[src/rtl/f_fetch_stage.sv]
// Fetch stage of the 5-stage MIPS pipeline: PC register, instruction-memory
// address generation, fetch address checking (AdEL) and the F/D pipeline register.
module f_fetch_stage #(
    parameter logic [31:0] RESET_PC   = 32'h0000_3000,
    parameter logic [31:0] HANDLER_PC = 32'h0000_4180,
    parameter logic [31:0] IM_LO      = 32'h0000_3000,
    parameter logic [31:0] IM_HI      = 32'h0000_6ffc
) (
    input  logic        clk,
    input  logic        reset,
    input  logic        stall,
    input  logic        req,
    input  logic        eret_D,
    input  logic [31:0] EPC,
    input  logic        D_npc_sel,
    input  logic [31:0] D_npc,
    input  logic        D_is_branch,
    output logic [31:0] i_inst_addr,
    input  logic [31:0] i_inst_rdata,
    output logic [31:0] F_pc,
    output logic [31:0] D_instr,
    output logic [31:0] D_pc,
    output logic [4:0]  D_exccode,
    output logic        D_bd
);

    localparam logic [4:0] EXC_NONE = 5'd0;
    localparam logic [4:0] EXC_ADEL = 5'd4;

    logic [31:0] pc;
    logic        F_adel;
    logic [31:0] F_instr;
    logic [4:0]  F_exccode;

    assign F_pc        = pc;
    assign i_inst_addr = pc;

    // A faulting fetch becomes a nop carrying AdEL; the PC keeps advancing.
    always_comb begin
        F_adel    = (pc[1:0] != 2'b00) || (pc < IM_LO) || (pc > IM_HI);
        F_instr   = i_inst_rdata;
        F_exccode = EXC_NONE;
        if (F_adel) begin
            F_instr   = '0;
            F_exccode = EXC_ADEL;
        end
    end

    always_ff @(posedge clk) begin
        if (reset) begin
            pc <= RESET_PC;
        end else if (req) begin
            pc <= HANDLER_PC;
        end else if (stall) begin
            pc <= pc;
        end else if (eret_D) begin
            pc <= EPC;
        end else if (D_npc_sel) begin
            pc <= D_npc;
        end else begin
            pc <= pc + 32'd4;
        end
    end

    always_ff @(posedge clk) begin
        if (reset) begin
            D_instr   <= '0;
            D_pc      <= RESET_PC;
            D_exccode <= EXC_NONE;
            D_bd      <= 1'b0;
        end else if (req) begin
            D_instr   <= '0;
            D_pc      <= HANDLER_PC;
            D_exccode <= EXC_NONE;
            D_bd      <= 1'b0;
        end else if (stall) begin
            D_instr   <= D_instr;
            D_pc      <= D_pc;
            D_exccode <= D_exccode;
            D_bd      <= D_bd;
        end else if (eret_D) begin
            // Bubble tagged with EPC so the instruction after eret never executes.
            D_instr   <= '0;
            D_pc      <= EPC;
            D_exccode <= EXC_NONE;
            D_bd      <= 1'b0;
        end else begin
            D_instr   <= F_instr;
            D_pc      <= pc;
            D_exccode <= F_exccode;
            D_bd      <= D_is_branch;
        end
    end

endmodule

[config.mk]
export PLATFORM = sky130hd
export DESIGN_NAME = f_fetch_stage
export DESIGN_NICKNAME = d
export VERILOG_FILES = /design/src/rtl/f_fetch_stage.sv
export SDC_FILE = /design/constraint.sdc
export NUM_CORES = 1
export LEC_CHECK = 0
export ABC_AREA = 0
export BUFFER_PORTS_ARGS = -buffer_cell sky130_fd_sc_hd__buf_4
export CAP_MARGIN = 20
export CORE_MARGIN = 5
export CORE_UTILIZATION = 35
export CTS_CLUSTER_DIAMETER = 120
export DETAILED_ROUTE_END_ITERATION = 16
export PLACE_DENSITY = 0.65
export REMOVE_ABC_BUFFERS = 1
export SETUP_SLACK_MARGIN = 0.1
export SLEW_MARGIN = 20
export SYNTH_ARGS = -nofsm -noshare
export SYNTH_HDL_FRONTEND = slang
export SYNTH_SLANG_ARGS = --single-unit
[constraint.sdc]
create_clock -name clk -period 2.4 [get_ports clk]
set_clock_uncertainty 0.2 [all_clocks]
set_input_delay 0.48 -clock clk [delete_from_list [all_inputs] [get_ports clk]]
set_output_delay 0.48 -clock clk [all_outputs]
set_load 0.005 [all_outputs]
==> results of run 1 <==
## power breakdown
group / switching, mW / internal, mW / total [mW]
Combinational: 0.369 / 0.364 / 0.734
Sequential: 0.0533 / 1.68 / 1.73
Clock: 0.665 / 0.734 / 1.40
## metal layers
metal	vias to the layer above	GRT usage	part of all wire
met3	25	0.0844	0.11
li1	2759	-	-
met5	-	0	0
met1	2664	0.256	0.41
met4	0	0.0639	0.017
met2	234	0.343	0.46
## flip-flops by register name (all words and copies together) (netlist names), named ones only
register	cells
D_bd	1
D_exccode	1
D_instr	32
D_pc	32
F_pc	30
## worst max-delay path, stage by stage, from the launching register on
cell     delay (ns)
dfxtp_1        0.43
nand3_1        0.17
buf_4          0.20
nor2_1         0.27
nand3_1        0.16
or4_1          0.50
a21oi_1        0.15
## area by class of cell
type / instances / area [um^2]
fillers: 1430 / 7260
multi-input cells: 451 / 2720
inverters: 15 / 57.6
clock inverters: 4 / 26.3
repair buffers: 270 / 2090
clock buffers: 12 / 246
flip-flops and latches: 98 / 1960
well taps: 184 / 230
## cell usage in the layout (no fill, tap or decap), drive strengths merged, types with 3 or more instances in the layout
master  synthesis  routed
nand2          72      72
nand4          41      41
or2             3       3
buf            58     270
conb            1       4
o21ai          59      59
a211o           3       3
a21oi          85      85
xnor2           3       3
a22oi           3       3
clkbuf         38      12
and4            5       5
o31ai           5       5
nand2b          3       3
o31a            5       5
inv            14      15
o22ai           4       4
clkinv          1       3
mux2i          31      31
a221oi         24      24
a211oi          8       8
nor3            6       6
nand3          13      13
a311oi          4       4
o211a           3       3
nor2           33      33
nor4           12      12
dfxtp          98      98
## through the flow
step / utilization / area, um^2 / worst slack (ns) / hold WS [ns] / total power, mW
after floorplan: - / 4720 / -0.459 / 0.255 / 2.03
after CTS: 0.502 / 7330 / 0.240 / 0.155 / 3.90
after detailed placement: 0.484 / 7060 / 0.266 / 0.255 / 2.51
after global placement: 0.484 / 7060 / 0.276 / 0.249 / 2.50
final: 0.502 / 7330 / 0.271 / 0.165 / 3.87
after global routing: 0.502 / 7330 / 0.113 / 0.193 / 4.02
## path summary, 6_finish.rpt
kind          startpoint  slack, ns  cells past startpoint           to
max             F_pc[16]       0.27                      6     F_pc[30]
min          D_is_branch       0.16                      3         D_bd
max reg2reg     F_pc[16]       0.27                      6     F_pc[30]
min reg2reg  D_instr[16]       0.27                      2  D_instr[16]
## kinds of logic (layout without fill, tap and decap cells)
group,count (synthesis),in the layout
AOI/OAI and AO/OA,216,216
DFF,98,98
adders and majority gates,1,1
xor gates and xnor gates,3,3
buffers and inverters,111,301
and+or+nand+nor,196,196
other,1,4
muxes,31,31
==> impl_metrics.yaml, run 1 <==
status:
  status: "finished, final reports clean"
placement:
  gp_congestion: 0.829
  dpl.cell_count: 1018
  dpl.hpwl_mm: 14.5
  io_buffer_count: 232
job:
  maxCapViolations: 0
grt:
  overflow: 0
  antenna_found_initial: 0
  grt_max_degree: 65
  groute.usage.overall: 0.210
  grt_pass1_wl_mm: 30.2
  grt_pass1_vias: 5614
logic_synthesis:
  synth_top_area_frac: 0.375
  synth-seq-cells: 98
  yosysWarnings: 0
  ys_seq_area_frac: 0.375
  synth_most_common_cell: "dfxtp_1"
  postSynthCellCount: 657
  synthXorXnorAreaFrac: 0.00502
  synth_top_family_by_area: "compound AO/OA/AOI/OAI gates"
  yosysUniqueCellTypes: 53
  synth-main-ff-cell: "dfxtp_1"
  synthAdderAreaFrac: 0.00239
  synth.mux.area_fraction: 0.0593
  synthTopCellsByArea: "dfxtp_1 38%, a21oi_1 8.1%, mux2i_1 5.9%"
  synth_compound_area_frac: 0.256
  yosys.area_share.simple: 0.191
  yosysTopAreaCell: "dfxtp_1"
  synth_area_per_cell_um2: 7.96
  synth_edf_count: 0
  async_flop_share: 0
  synthTopCellsByCount: "98 x dfxtp_1, 85 x a21oi_1, 72 x nand2_1"
  synthesis.area_um2: 5230
detailed_routing:
  antenna_left: 0
  avgViaCountPerCell: 5.50
  wl_per_cell_um: 18.8
  drc: 0
  drtIter0Drc: 281
  vias: 5682
  wirelength_mm: 19.4
  dr.pass1.iters: 4
clocking:
  root_buffer: "clkbuf_16"
  cts_buffers: 9
  clk_latency_ns: 0.35
  cts_buffer_depth: 2
  cts_tree: "done"
  cts_setup_buffers: 0
  numClockSinks: 98
  h-tree-depth: 3
  post_cts_resize_count: 0
  cts_hold_buf: 0
  path_clk_slew_ns: 0.07
sta:
  period_needed_ns: 2.13
  worstMarginPinSlew_ns: 0.503
  setup_viol: 0
  fin_crit_sh: 0.887
  hold_violations: 0
  rsz0062_at_grt: "no"
  finalSetupTns_ns: 0
  slew_headroom: 0.663
  max_freq_mhz: 470
  final_max_slew_viol_count: 0
floorplanning:
  die_area_um2: 17500
  die_height_um: 132
  die_x_um: 132
  start_util: 0.358
  core-area_um2: 14600
  rows: 44
  pin_count: 237
layout:
  drive_above_1_share: 0.356
  final_net_count: 949
  syn_to_final_growth_pct: 40.2
  diodes: 0
  instances_no_fill: 1034
worst_setup_path:
  arrival_ns: 2.22
  worstPathMaxFanout: 9
  worstSetupEndpointType: "register"
  cp.required_ns: 2.49
  worstSetupPathType: "register to register"
  start_kind: "register"
power:
  ir_drop_uv: 319
  p_leak_nw: 3.10
  p_per_area_nw_per_um2: 527
hold_path:
  hold_path.class: "input port to register"
No activity file was read; power rests on OpenSTA's default activity.
==> inputs of run 2 (changes only) <==
- GPL_TIMING_DRIVEN: not set -> 0
==> run 2 against run 1 <==
Fmax down 3.5%; clock-buffer cell count down 2; combinational power down 11%; critical path type unchanged.
==> impl_metrics.yaml, run 2 (synthesis results as in run 1) <==
status:
  status: "finished, final reports clean"
clocking:
  cts_tree: "done"
  root_buffer: "clkbuf_16"
  numClockSinks: 98
  clk_latency_ns: 0.35
  cts_buffer_depth: 2
  h-tree-depth: 3
  cts_hold_buf: 0
  cts_buffers: 9
  path_clk_slew_ns: 0.07
worst_setup_path:
  reg2reg_depth: 5
  worstSetupEndpointType: "register"
  rrSetupSlack_ns: 0.19
  crit_path_start: "F_pc[16]"
  arrival_ns: 2.27
  crit_end: "F_pc[31]"
  worstPathMaxFanout: 11
  cp.required_ns: 2.47
  start_kind: "register"
  rr_startpoint: "F_pc[16]"
  r2r_end: "F_pc[31]"
  worstSetupPathType: "register to register"
sta:
  finalSetupTns_ns: 0
  setup_viol: 0
  fin_ws_ns: 0.194
  final_max_slew_viol_count: 0
  worstMarginPinSlew_ns: 0.885
  timing.hold.ws_ns: 0.152
  hold_violations: 0
  slew_headroom: 0.409
  rsz0062_at_grt: "no"
  max_freq_mhz: 453
  period_needed_ns: 2.21
  fin_crit_sh: 0.919
layout:
  fin_area_um2: 7170
  diodes: 0
  drive_above_1_share: 0.354
  final_net_count: 915
  instances_no_fill: 1000
  syn_to_final_growth_pct: 37.1
  fin_util: 0.492
  final_cell_mix: "233 x buf_4, 88 x dfxtp_1, 85 x a21oi_1"
  final_common_cell: "buf_4"
power:
  ir_drop_uv: 299
  p_total_mw: 4.05
  p_per_area_nw_per_um2: 564
  p_leak_nw: 2.95
detailed_routing:
  dr.pass1.iters: 5
  antenna_left: 0
  drc: 0
  wl_per_cell_um: 18.4
  drtIter0Drc: 246
  avgViaCountPerCell: 5.41
  wirelength_mm: 18.4
  vias: 5409
grt:
  grt_max_degree: 107
  overflow: 0
  grt_pass1_wl_mm: 28.4
  antenna_found_initial: 0
  grt_pass1_vias: 5227
  groute.usage.overall: 0.197
floorplanning:
  core-area_um2: 14600
  die_x_um: 132
  die_height_um: 132
  rows: 44
  start_util: 0.358
  pin_count: 237
  die_area_um2: 17500
placement:
  gp_congestion: 0.748
  dpl.hpwl_mm: 12.6
  dpl.cell_count: 981
  io_buffer_count: 232
  placed_cell_area_um2: 6740
  post-place-ws_ns: -0.583
hold_path:
  hold_path.class: "input port to register"
job:
  maxCapViolations: 0
run 2: critical path: stages (launching register included):
cell and delay, ns:
dfxtp_1 0.51, nand3_4 0.20, or4_4 0.59, nor4b_2 0.26, o21ai_1 0.10, a221oi_2 0.26
run 2: cell type report:
class / instances / area [um^2]
Clock buffer: 10 / 239
Tap cell: 184 / 230
Inverter: 15 / 71.3
Timing Repair Buffer: 236 / 1790
Sequential cell: 98 / 1970
Clock inverter: 6 / 95.1
Fill cell: 1482 / 7420
Multi-Input combinational cell: 451 / 2770
run 2: routing by layer:
layer  wire [um]  GRT usage
met4         235     0.0577
met5           0          0
met1        7990      0.251
met3        1820     0.0790
met2        8370      0.307
run 2: worst min-delay path by stage:
stage,startpoint,endpoint,cells past startpoint
finish,D_is_branch,D_bd,3
global route,D_is_branch,D_bd,3
CTS,D_is_branch,D_bd,3
detailed placement,D_instr[28],D_instr[28],2
global placement,D_instr[17],D_instr[17],2
floorplan,D_exccode[2],D_exccode[2],2
run 2: power by group:
part | switching (mW) | internal [mW]
Sequential | 0.0763 | 1.68
Combinational | 0.329 | 0.323
Clock | 0.677 | 0.958
Total | 1.08 | 2.96
run 2: timing repair:
item	4_1_cts	5_1_grt
setup endpoints to repair	85	69
gates resized for setup	6	21
pin swaps	2	1
buffers inserted	2	1
cloned	0	0
==> inputs of run 3 (changes only) <==
==> constraint.sdc (replaced) <==
create_clock -name clk -period 2.4 [get_ports clk]
set_clock_uncertainty 0.2 [all_clocks]
set_input_delay 0.24 -clock clk [delete_from_list [all_inputs] [get_ports clk]]
set_output_delay 0.24 -clock clk [all_outputs]
set_load 0.005 [all_outputs]
==> run 3 against run 2 <==
Flip-flop and latch count stayed put; wire length rose by 3.9%; sequential power hardly changed; critical endpoint is now F_pc[29]; cell count up 6.3%; core utilization is 4.3 points higher; sequential share of layout area down 2.2 points; hold slack got worse by 0.14 ns; setup slack gained 0.0049 ns; critical path depth stayed put.
==> impl_metrics.yaml, run 3 (synthesis results as in run 1) <==
status:
  status: "finished, final reports clean"
clocking:
  clk_latency_ns: 0.35
  cts_tree: "done"
  h-tree-depth: 3
  root_buffer: "clkbuf_16"
  cts_buffer_depth: 2
  cts_buffers: 9
  numClockSinks: 98
  path_clk_slew_ns: 0.07
power:
  p_switching_mw: 1.10
  p_per_area_nw_per_um2: 530
  p_leak_nw: 3.22
  ir_drop_uv: 304
  clkPwrFrac: 0.396
  internal-power_mw: 3.03
  pwr-share-comb: 0.179
  sw_frac_of_total: 0.267
  p_seq_frac: 0.425
worst_setup_path:
  worstPathMaxFanout: 11
  worstSetupPathType: "register to register"
  arrival_ns: 2.20
  start_kind: "register"
  cp.required_ns: 2.40
  worstSetupEndpointType: "register"
placement:
  placed_cell_area_um2: 6740
  dpl.cell_count: 981
  gp_congestion: 0.748
  io_buffer_count: 232
  dpl.hpwl_mm: 12.6
floorplanning:
  die_x_um: 132
  start_util: 0.358
  core-area_um2: 14600
  pin_count: 237
  rows: 44
  die_height_um: 132
  die_area_um2: 17500
layout:
  nFillCells: 1382
  drive_above_1_share: 0.329
  final_net_count: 978
  final_common_cell: "buf_4"
  fin_area_um2: 7800
  diodes: 0
  instances_no_fill: 1063
  fin_util: 0.535
  final_cell_mix: "233 x buf_4, 87 x dfxtp_1, 85 x a21oi_1"
  syn_to_final_growth_pct: 49.1
sta:
  period_needed_ns: 2.20
  max_freq_mhz: 454
  setup_viol: 0
  hold_violations: 0
  final_max_slew_viol_count: 0
  slew_headroom: 0.417
  rsz0062_at_grt: "no"
  worstMarginPinSlew_ns: 0.874
  fin_crit_sh: 0.917
  timing.hold.ws_ns: 0.00876
  finalSetupTns_ns: 0
detailed_routing:
  met1_length_mm: 8.28
  dr.pass1.iters: 6
  avgViaCountPerCell: 5.36
  antenna_left: 0
  met2_length_mm: 8.88
  vias: 5693
  top_layer: "met4"
  dr_wl_met3_mm: 1.63
  drtIter0Drc: 312
  drc: 0
  wl_per_cell_um: 18.0
  wirelength_mm: 19.1
hold_path:
  hold_path.class: "input port to register"
grt:
  grt_pass1_wl_mm: 30.0
  grt_max_degree: 107
  grt_pass1_vias: 5624
  antenna_found_initial: 0
  overflow: 0
  groute.usage.overall: 0.206
job:
  maxCapViolations: 0
## run 3: cell count changes in the layout (fill, tap and decap cells not counted), sizes merged
cell / before / now
dlygate4sd3: 0 / 63
## run 3: power groups by stage
stage	combinational [mW]	sequential [mW]	clock (mW)
global placement	0.633	1.79	0
CTS	0.740	1.75	1.68
detailed placement	0.649	1.79	0
global route	0.808	1.77	1.75
floorplan	0.248	1.78	0
finish	0.739	1.76	1.64
## run 3: worst paths after layout
kind	start	to	slack [ns]	cells after the start
worst max register to register	F_pc[16]	F_pc[29]	0.20	5
worst min-delay path	EPC[21]	D_pc[21]	0.009	3
worst max-delay path	F_pc[16]	F_pc[29]	0.20	5
worst min register to register	D_instr[2]	D_instr[2]	0.26	2
## run 3: worst max-delay path: stages (launching register included)
cell and delay (ns):
dfxtp_1 0.51, nand3_4 0.20, or4_4 0.59, o31a_1 0.30
o21ai_1 0.17, a221oi_2 0.07
## run 3: per-stage QoR
stage | power [mW] | setup WS, ns
after floorplan | 2.03 | -0.219
after global placement | 2.42 | -2.34
after detailed placement | 2.44 | -0.343
after CTS | 4.17 | 0.111
after global routing | 4.33 | 0.105
final | 4.13 | 0.199
## run 3: area by class of cell
class,count,area [um^2],share of cell area
timing repair buffer,299,2420,0.310
sequential,98,1980,0.253
tap,184,230,0.0295
multi-input combinational,451,2770,0.356
clock inverter,6,95.1,0.0122
inverter,15,68.8,0.00882
clock buffer,10,239,0.0306
## run 3: metal layers
metal | up-vias | GRT usage
met1 | 2645 | 0.261
met4 | 0 | 0.0639
met2 | 211 | 0.331
met5 | - | 0
li1 | 2811 | -
met3 | 26 | 0.0714
## run 3: timing repair
action                                  CTS  global route
gates resized for setup                   6            19
endpoints found under the setup margin   33            24
pin swaps                                 2             2
buffers inserted                          2             1
endpoints found under the hold margin    61             0
hold buffers                             63             0
